`src/rtl/traffic_lane_if.sv`:
```
// Signal bundle between a traffic_lane and the game top level (or a bench).
// All inputs are sampled on clk; outputs are registered inside the lane.
interface traffic_lane_if #(
    parameter int WIDTH = 16
);
    localparam int CW = $clog2(WIDTH);

    logic             enable;
    logic             spawn_req;
    logic             frog_valid;
    logic [CW-1:0]    frog_col;
    logic             hit_clr;
    logic [WIDTH-1:0] lane_leds;
    logic             tick;
    logic             hit;
    logic [7:0]       cars_out;
    logic [7:0]       dbg_div_cnt;

    modport master (
        output enable, spawn_req, frog_valid, frog_col, hit_clr,
        input  lane_leds, tick, hit, cars_out, dbg_div_cnt
    );

    modport slave (
        input  enable, spawn_req, frog_valid, frog_col, hit_clr,
        output lane_leds, tick, hit, cars_out, dbg_div_cnt
    );
endinterface

```
`src/rtl/traffic_lane.sv`:
```
// One road row of the crossing game: shifting car cells, gated LFSR spawns,
// saturating exit counter and a sticky frog-collision flag.
module traffic_lane #(
    parameter int WIDTH   = 16,
    parameter int DIR     = 0,
    parameter int DIV     = 4,
    parameter int MIN_GAP = 2
) (
    input  logic          clk,
    input  logic          reset,
    traffic_lane_if.slave bus
);
    localparam int CW = (DIV > 1) ? $clog2(DIV) : 1;

    function automatic logic [WIDTH-1:0] gap_mask();
        logic [WIDTH-1:0] m;
        m = '0;
        for (int i = 0; i < MIN_GAP; i++) begin
            m[(DIR == 0) ? i : (WIDTH - 1 - i)] = 1'b1;
        end
        return m;
    endfunction

    // Entry-side cells that must be empty before a new car may appear.
    localparam logic [WIDTH-1:0] GAP_MASK = gap_mask();

    logic [CW-1:0]    r_div_cnt;
    logic [WIDTH-1:0] r_leds;
    logic             r_tick;
    logic             r_hit;
    logic [7:0]       r_cars;

    logic             w_tick_int;
    logic             w_spawn_ok;
    logic             w_exit;
    logic             w_hit_set;
    logic [WIDTH-1:0] w_shifted;

    assign w_tick_int = bus.enable && (r_div_cnt == CW'(DIV - 1));
    assign w_spawn_ok = bus.spawn_req && ((r_leds & GAP_MASK) == '0);

    generate
        if (DIR == 0) begin : g_up
            assign w_shifted = {r_leds[WIDTH-2:0], w_spawn_ok};
            assign w_exit    = r_leds[WIDTH-1];
        end else begin : g_down
            assign w_shifted = {w_spawn_ok, r_leds[WIDTH-1:1]};
            assign w_exit    = r_leds[0];
        end
    endgenerate

    // Out-of-range columns (possible when WIDTH is not a power of two) never hit.
    always_comb begin
        w_hit_set = 1'b0;
        if (bus.frog_valid && (32'(bus.frog_col) < WIDTH)) begin
            w_hit_set = r_leds[bus.frog_col];
        end
    end

    always_ff @(posedge clk or posedge reset) begin
        if (reset) begin
            r_div_cnt <= '0;
            r_leds    <= '0;
            r_tick    <= 1'b0;
            r_hit     <= 1'b0;
            r_cars    <= 8'd0;
        end else begin
            r_tick <= w_tick_int;
            r_hit  <= w_hit_set | (r_hit & ~bus.hit_clr);
            if (bus.enable) begin
                r_div_cnt <= w_tick_int ? '0 : r_div_cnt + CW'(1);
            end
            if (w_tick_int) begin
                r_leds <= w_shifted;
                if (w_exit && (r_cars != 8'hFF)) begin
                    r_cars <= r_cars + 8'd1;
                end
            end
        end
    end

    assign bus.lane_leds   = r_leds;
    assign bus.tick        = r_tick;
    assign bus.hit         = r_hit;
    assign bus.cars_out    = r_cars;
    assign bus.dbg_div_cnt = 8'(r_div_cnt);
endmodule

```
`src/flat_wrapper.sv`:
```
// flat-port wrapper written by rule: the top's interface ports become plain ports
module traffic_lane_flat 
#(
    parameter int WIDTH   = 16,
    parameter int DIR     = 0,
    parameter int DIV     = 4,
    parameter int MIN_GAP = 2
)
  (clk, reset, bus_enable, bus_spawn_req, bus_frog_valid, bus_frog_col, bus_hit_clr, bus_lane_leds, bus_tick, bus_hit, bus_cars_out, bus_dbg_div_cnt);
  traffic_lane_if #(.WIDTH(WIDTH)) bus_i ();
  input  logic clk;
  input  logic reset;
  input wire logic [$bits(bus_i.enable)-1:0] bus_enable;
  input wire logic [$bits(bus_i.spawn_req)-1:0] bus_spawn_req;
  input wire logic [$bits(bus_i.frog_valid)-1:0] bus_frog_valid;
  input wire logic [$bits(bus_i.frog_col)-1:0] bus_frog_col;
  input wire logic [$bits(bus_i.hit_clr)-1:0] bus_hit_clr;
  output wire logic [$bits(bus_i.lane_leds)-1:0] bus_lane_leds;
  output wire logic [$bits(bus_i.tick)-1:0] bus_tick;
  output wire logic [$bits(bus_i.hit)-1:0] bus_hit;
  output wire logic [$bits(bus_i.cars_out)-1:0] bus_cars_out;
  output wire logic [$bits(bus_i.dbg_div_cnt)-1:0] bus_dbg_div_cnt;
  assign bus_i.enable = bus_enable;
  assign bus_i.spawn_req = bus_spawn_req;
  assign bus_i.frog_valid = bus_frog_valid;
  assign bus_i.frog_col = bus_frog_col;
  assign bus_i.hit_clr = bus_hit_clr;
  assign bus_lane_leds = bus_i.lane_leds;
  assign bus_tick = bus_i.tick;
  assign bus_hit = bus_i.hit;
  assign bus_cars_out = bus_i.cars_out;
  assign bus_dbg_div_cnt = bus_i.dbg_div_cnt;
  traffic_lane #(.WIDTH(WIDTH), .DIR(DIR), .DIV(DIV), .MIN_GAP(MIN_GAP)) u_core (.clk(clk), .reset(reset), .bus(bus_i));
endmodule
```
`config.mk`:
```
export PLATFORM = sky130hd
export DESIGN_NAME = traffic_lane_flat
export DESIGN_NICKNAME = d
export VERILOG_FILES = /design/src/rtl/traffic_lane_if.sv /design/src/rtl/traffic_lane.sv /design/src/flat_wrapper.sv
export SDC_FILE = /design/constraint.sdc
export NUM_CORES = 1
export LEC_CHECK = 0
export ABC_AREA = 0
export CAP_MARGIN = 5
export CORE_MARGIN = 2
export CORE_UTILIZATION = 47
export CTS_BUF_LIST = sky130_fd_sc_hd__clkbuf_4 sky130_fd_sc_hd__clkbuf_8
export DETAILED_ROUTE_END_ITERATION = 10
export PLACE_DENSITY = 0.82
export SLEW_MARGIN = 30
export SYNTH_ARGS = -nofsm -noshare
export SYNTH_HDL_FRONTEND = slang
export SYNTH_SLANG_ARGS = --single-unit
```
`constraint.sdc`:
```
create_clock -name clk -period 2.3 [get_ports clk]
set_clock_uncertainty 0.05 [all_clocks]
set_input_delay 0.23 -clock clk [delete_from_list [all_inputs] [get_ports clk]]
set_output_delay 0.23 -clock clk [all_outputs]
set_load 0.005 [all_outputs]
```
==> results.toml <==
[floorplanning]
dieArea_sq_mm = 0.00325
die_h_um = 57.0
rows = 19
initial_core_util_pct = 48.7
ioPinCount = 44
die_w_um = 57.0
fp.coreArea_sq_mm = 0.00271

[drt]
drc_errors = 0
wirelength_mm = 2.31
wire_per_inst_um = 13.8
antenna_left = 0
vias = 860
avgViaCountPerCell = 5.12
dr.pass1.iters = 4
drtIter0Drc = 6

[cells_and_area]
layout-drive-gt1-share_pct = 19.0
multi_input_comb_area_sq_um = 572
nets = 151
n_antenna_cell = 0
regArea_sq_um = 701
n_fill_cell = 219
area_growth_pct = 30.9

[timing]
rsz0062_at_grt = "false"
finalHoldViolCount = 0
setup_tns_ns = 0
drv_slew = 0
relSlewSlack_pct = 53.5
fin_crit_sh_pct = 76.7
setup_violations = 0
layout_min_cycle_time_ns = 1.77
tightest_slew_ns = 0.696
fmax_ghz = 0.567
hold_ws_ns = 0.215

[power]
leakagePower_nw = 0.829
p_seq_share_pct = 51.1
powerDensity_mw_per_mm2 = 764
power_frac_comb_pct = 33.8
pwr-share-clk_pct = 15.1
p_int_w = 0.000952
p_switching_w = 0.000367
swShare_pct = 27.8
vdd_drop_max_uv = 692

[worst_setup_path]
crit_type = "reg -> reg"
required_ns = 2.48
worst-path-max-fanout = 18
crit_path_start_kind = "register"
crit_arrival_ns = 1.94
cp-end-kind = "register"

[logic_synthesis]
yosysSeqAreaShare_pct = 53.1
ys_warn_count = 0
synth-seq-cells = 28
synth_cells = 98
syn_avg_cell_area_sq_um = 13.5
ys_types = 22
synthesis.area_sq_mm = 0.00132

[clocking]
ctsRootBufferMaster = "clkbuf_4"
cts-buffers-inserted = 3
cts_max_level = 1
clkTransAtPathRegs_ns = 0.14
ctsResizeCount = 0
holdBufCountCts = 0
post_cts_buffers = 0
cts_tree = "done"
insertion_delay_ns = 0.32
clock_path_buffers = 2
cts_sinks = 28

[placement]
place_congestion = 0.746
port_buffers = 37
post-dp-hpwl_mm = 1.69

[global_routing]
grt_pass1_vias = 841
antenna_found_initial = 0
grt_pass1_wl_mm = 3.86
overflow = 0
grtUsageTotal_pct = 15.8
grt_max_degree = 29

[flow_run]
cap_violations = 0

[hold_path]
hp-class = "in -> async"

[outcome]
status = "completed"
==> metal layers <==
metal	share of wire (%)	track usage, %	vias to the layer above	wire, um
met5	0	0	-	0
met4	2.5	8.97	0	58
met3	4.1	2.04	4	95
met2	47	24.3	23	1080
met1	46	21.6	415	1070
li1	-	-	418	-
==> worst max-delay path: stages (launching register included) <==
cell and delay (ns):
dfrtp_1 0.43, ha_1 0.24, nand2_1 0.53, mux2_2 0.41
==> cell families (layout without fill, tap and decap cells) <==
kind of cell,count (synthesis),in the layout,share of synthesized area [%]
compound gates,3,3,2.94
mux,24,24,23.7
fa+ha+maj,2,2,1.90
buf+inv,11,45,4.93
flops,28,28,53.1
xor+xnor,7,7,4.65
other cells,1,6,0.284
simple gates,22,22,8.44
==> cells in the final DEF (no fill, tap or decap) <==
cell type and instances:
a22o_1 1, buf_4 1, clkbuf_4 3, clkdlybuf4s50_1 37
conb_1 6, dfrtp_1 28, ha_1 2, inv_1 4
mux2_2 19, mux2i_1 2, mux4_1 3, nand2_1 4
nand3_1 4, nand3b_1 1, nand3b_2 1, nand4_1 2
nor2_1 5, nor2b_1 1, nor3_1 4, o2111ai_2 1
o221ai_2 1, xnor2_1 1, xor2_1 6
==> area by class of cell <==
| type | count | area share [%] |
|---|---|---|
| flip-flops and latches | 28 | 40.6 |
| inverters | 4 | 0.870 |
| multi-input cells | 64 | 33.1 |
| repair buffers | 38 | 21.9 |
| clock buffers | 3 | 1.30 |
| well taps | 31 | 2.25 |
==> sequential cells by signal, summed over array words and instances, names as in the netlist <==
| signal | flops |
|---|---|
| u_core.bus.cars_out | 8 |
| u_core.bus.hit | 1 |
| u_core.bus.lane_leds | 16 |
| u_core.bus.tick | 1 |
| u_core.r_div_cnt | 2 |
==> per-stage QoR <==
step / power [W] / utilization (%) / cell area [sq um] / std cells / setup WS [ns]
6_report: 0.00132 / 63.7 / 1730 / 168 / 0.535
5_1_grt: 0.00140 / 63.7 / 1730 / 168 / 0.411
4_1_cts: 0.00133 / 63.7 / 1730 / 168 / 0.534
3_5_place_dp: 0.00113 / 62.9 / 1700 / 165 / 0.290
3_3_place_gp: 0.00111 / 62.9 / 1700 / 165 / 0.310
2_1_floorplan: 0.000889 / - / 1340 / 103 / 0.675
==> path summary, 6_finish.rpt <==
| kind | startpoint | endpoint | slack [ns] | depth (start not counted) |
|---|---|---|---|---|
| setup reg to reg | u_core.r_div_cnt[0] | u_core.bus.lane_leds[2] | 0.53 | 3 |
| min in group clk | bus_spawn_req | u_core.bus.lane_leds[0] | 0.44 | 2 |
| hold reg to reg | u_core.bus.cars_out[6] | u_core.bus.cars_out[6] | 0.46 | 1 |
| setup / recovery | u_core.r_div_cnt[0] | u_core.bus.lane_leds[2] | 0.53 | 3 |
| hold / removal | reset | u_core.r_div_cnt[0] | 0.21 | 3 |
| max in group asynchronous | reset | u_core.bus.lane_leds[5] | 1.73 | 3 |
==> synthesized netlist by cell type <==
| master | number | area (sq um) |
|---|---|---|
| xnor2_1 | 1 | 8.76 |
| dfrtp_1 | 28 | 701 |
| buf_4 | 6 | 45.0 |
| a22o_1 | 1 | 8.76 |
| conb_1 | 1 | 3.75 |
| nand3_1 | 4 | 20.0 |
| inv_1 | 4 | 15.0 |
| mux2i_1 | 2 | 20.0 |
| mux4_1 | 3 | 78.8 |
| ha_1 | 2 | 25.0 |
| o2111ai_2 | 1 | 15.0 |
| buf_2 | 1 | 5.00 |
| nor2b_1 | 1 | 6.26 |
| nand4_1 | 2 | 12.5 |
| nand3b_1 | 1 | 7.51 |
| o221ai_2 | 1 | 15.0 |
| nand3b_2 | 1 | 11.3 |
| mux2_2 | 19 | 214 |
| nor3_1 | 4 | 20.0 |
| xor2_1 | 6 | 52.6 |
| nor2_1 | 5 | 18.8 |
| nand2_1 | 4 | 15.0 |
==> power groups by stage <==
stage	registers [W]	clock network, W	logic, W
after floorplan	0.000672	0	0.000217
after global placement	0.000678	0	0.000436
after detailed placement	0.000683	0	0.000451
after CTS	0.000673	0.000207	0.000452
after global routing	0.000691	0.000220	0.000489
final	0.000674	0.000199	0.000445
No activity file was read; power rests on OpenSTA's default activity.
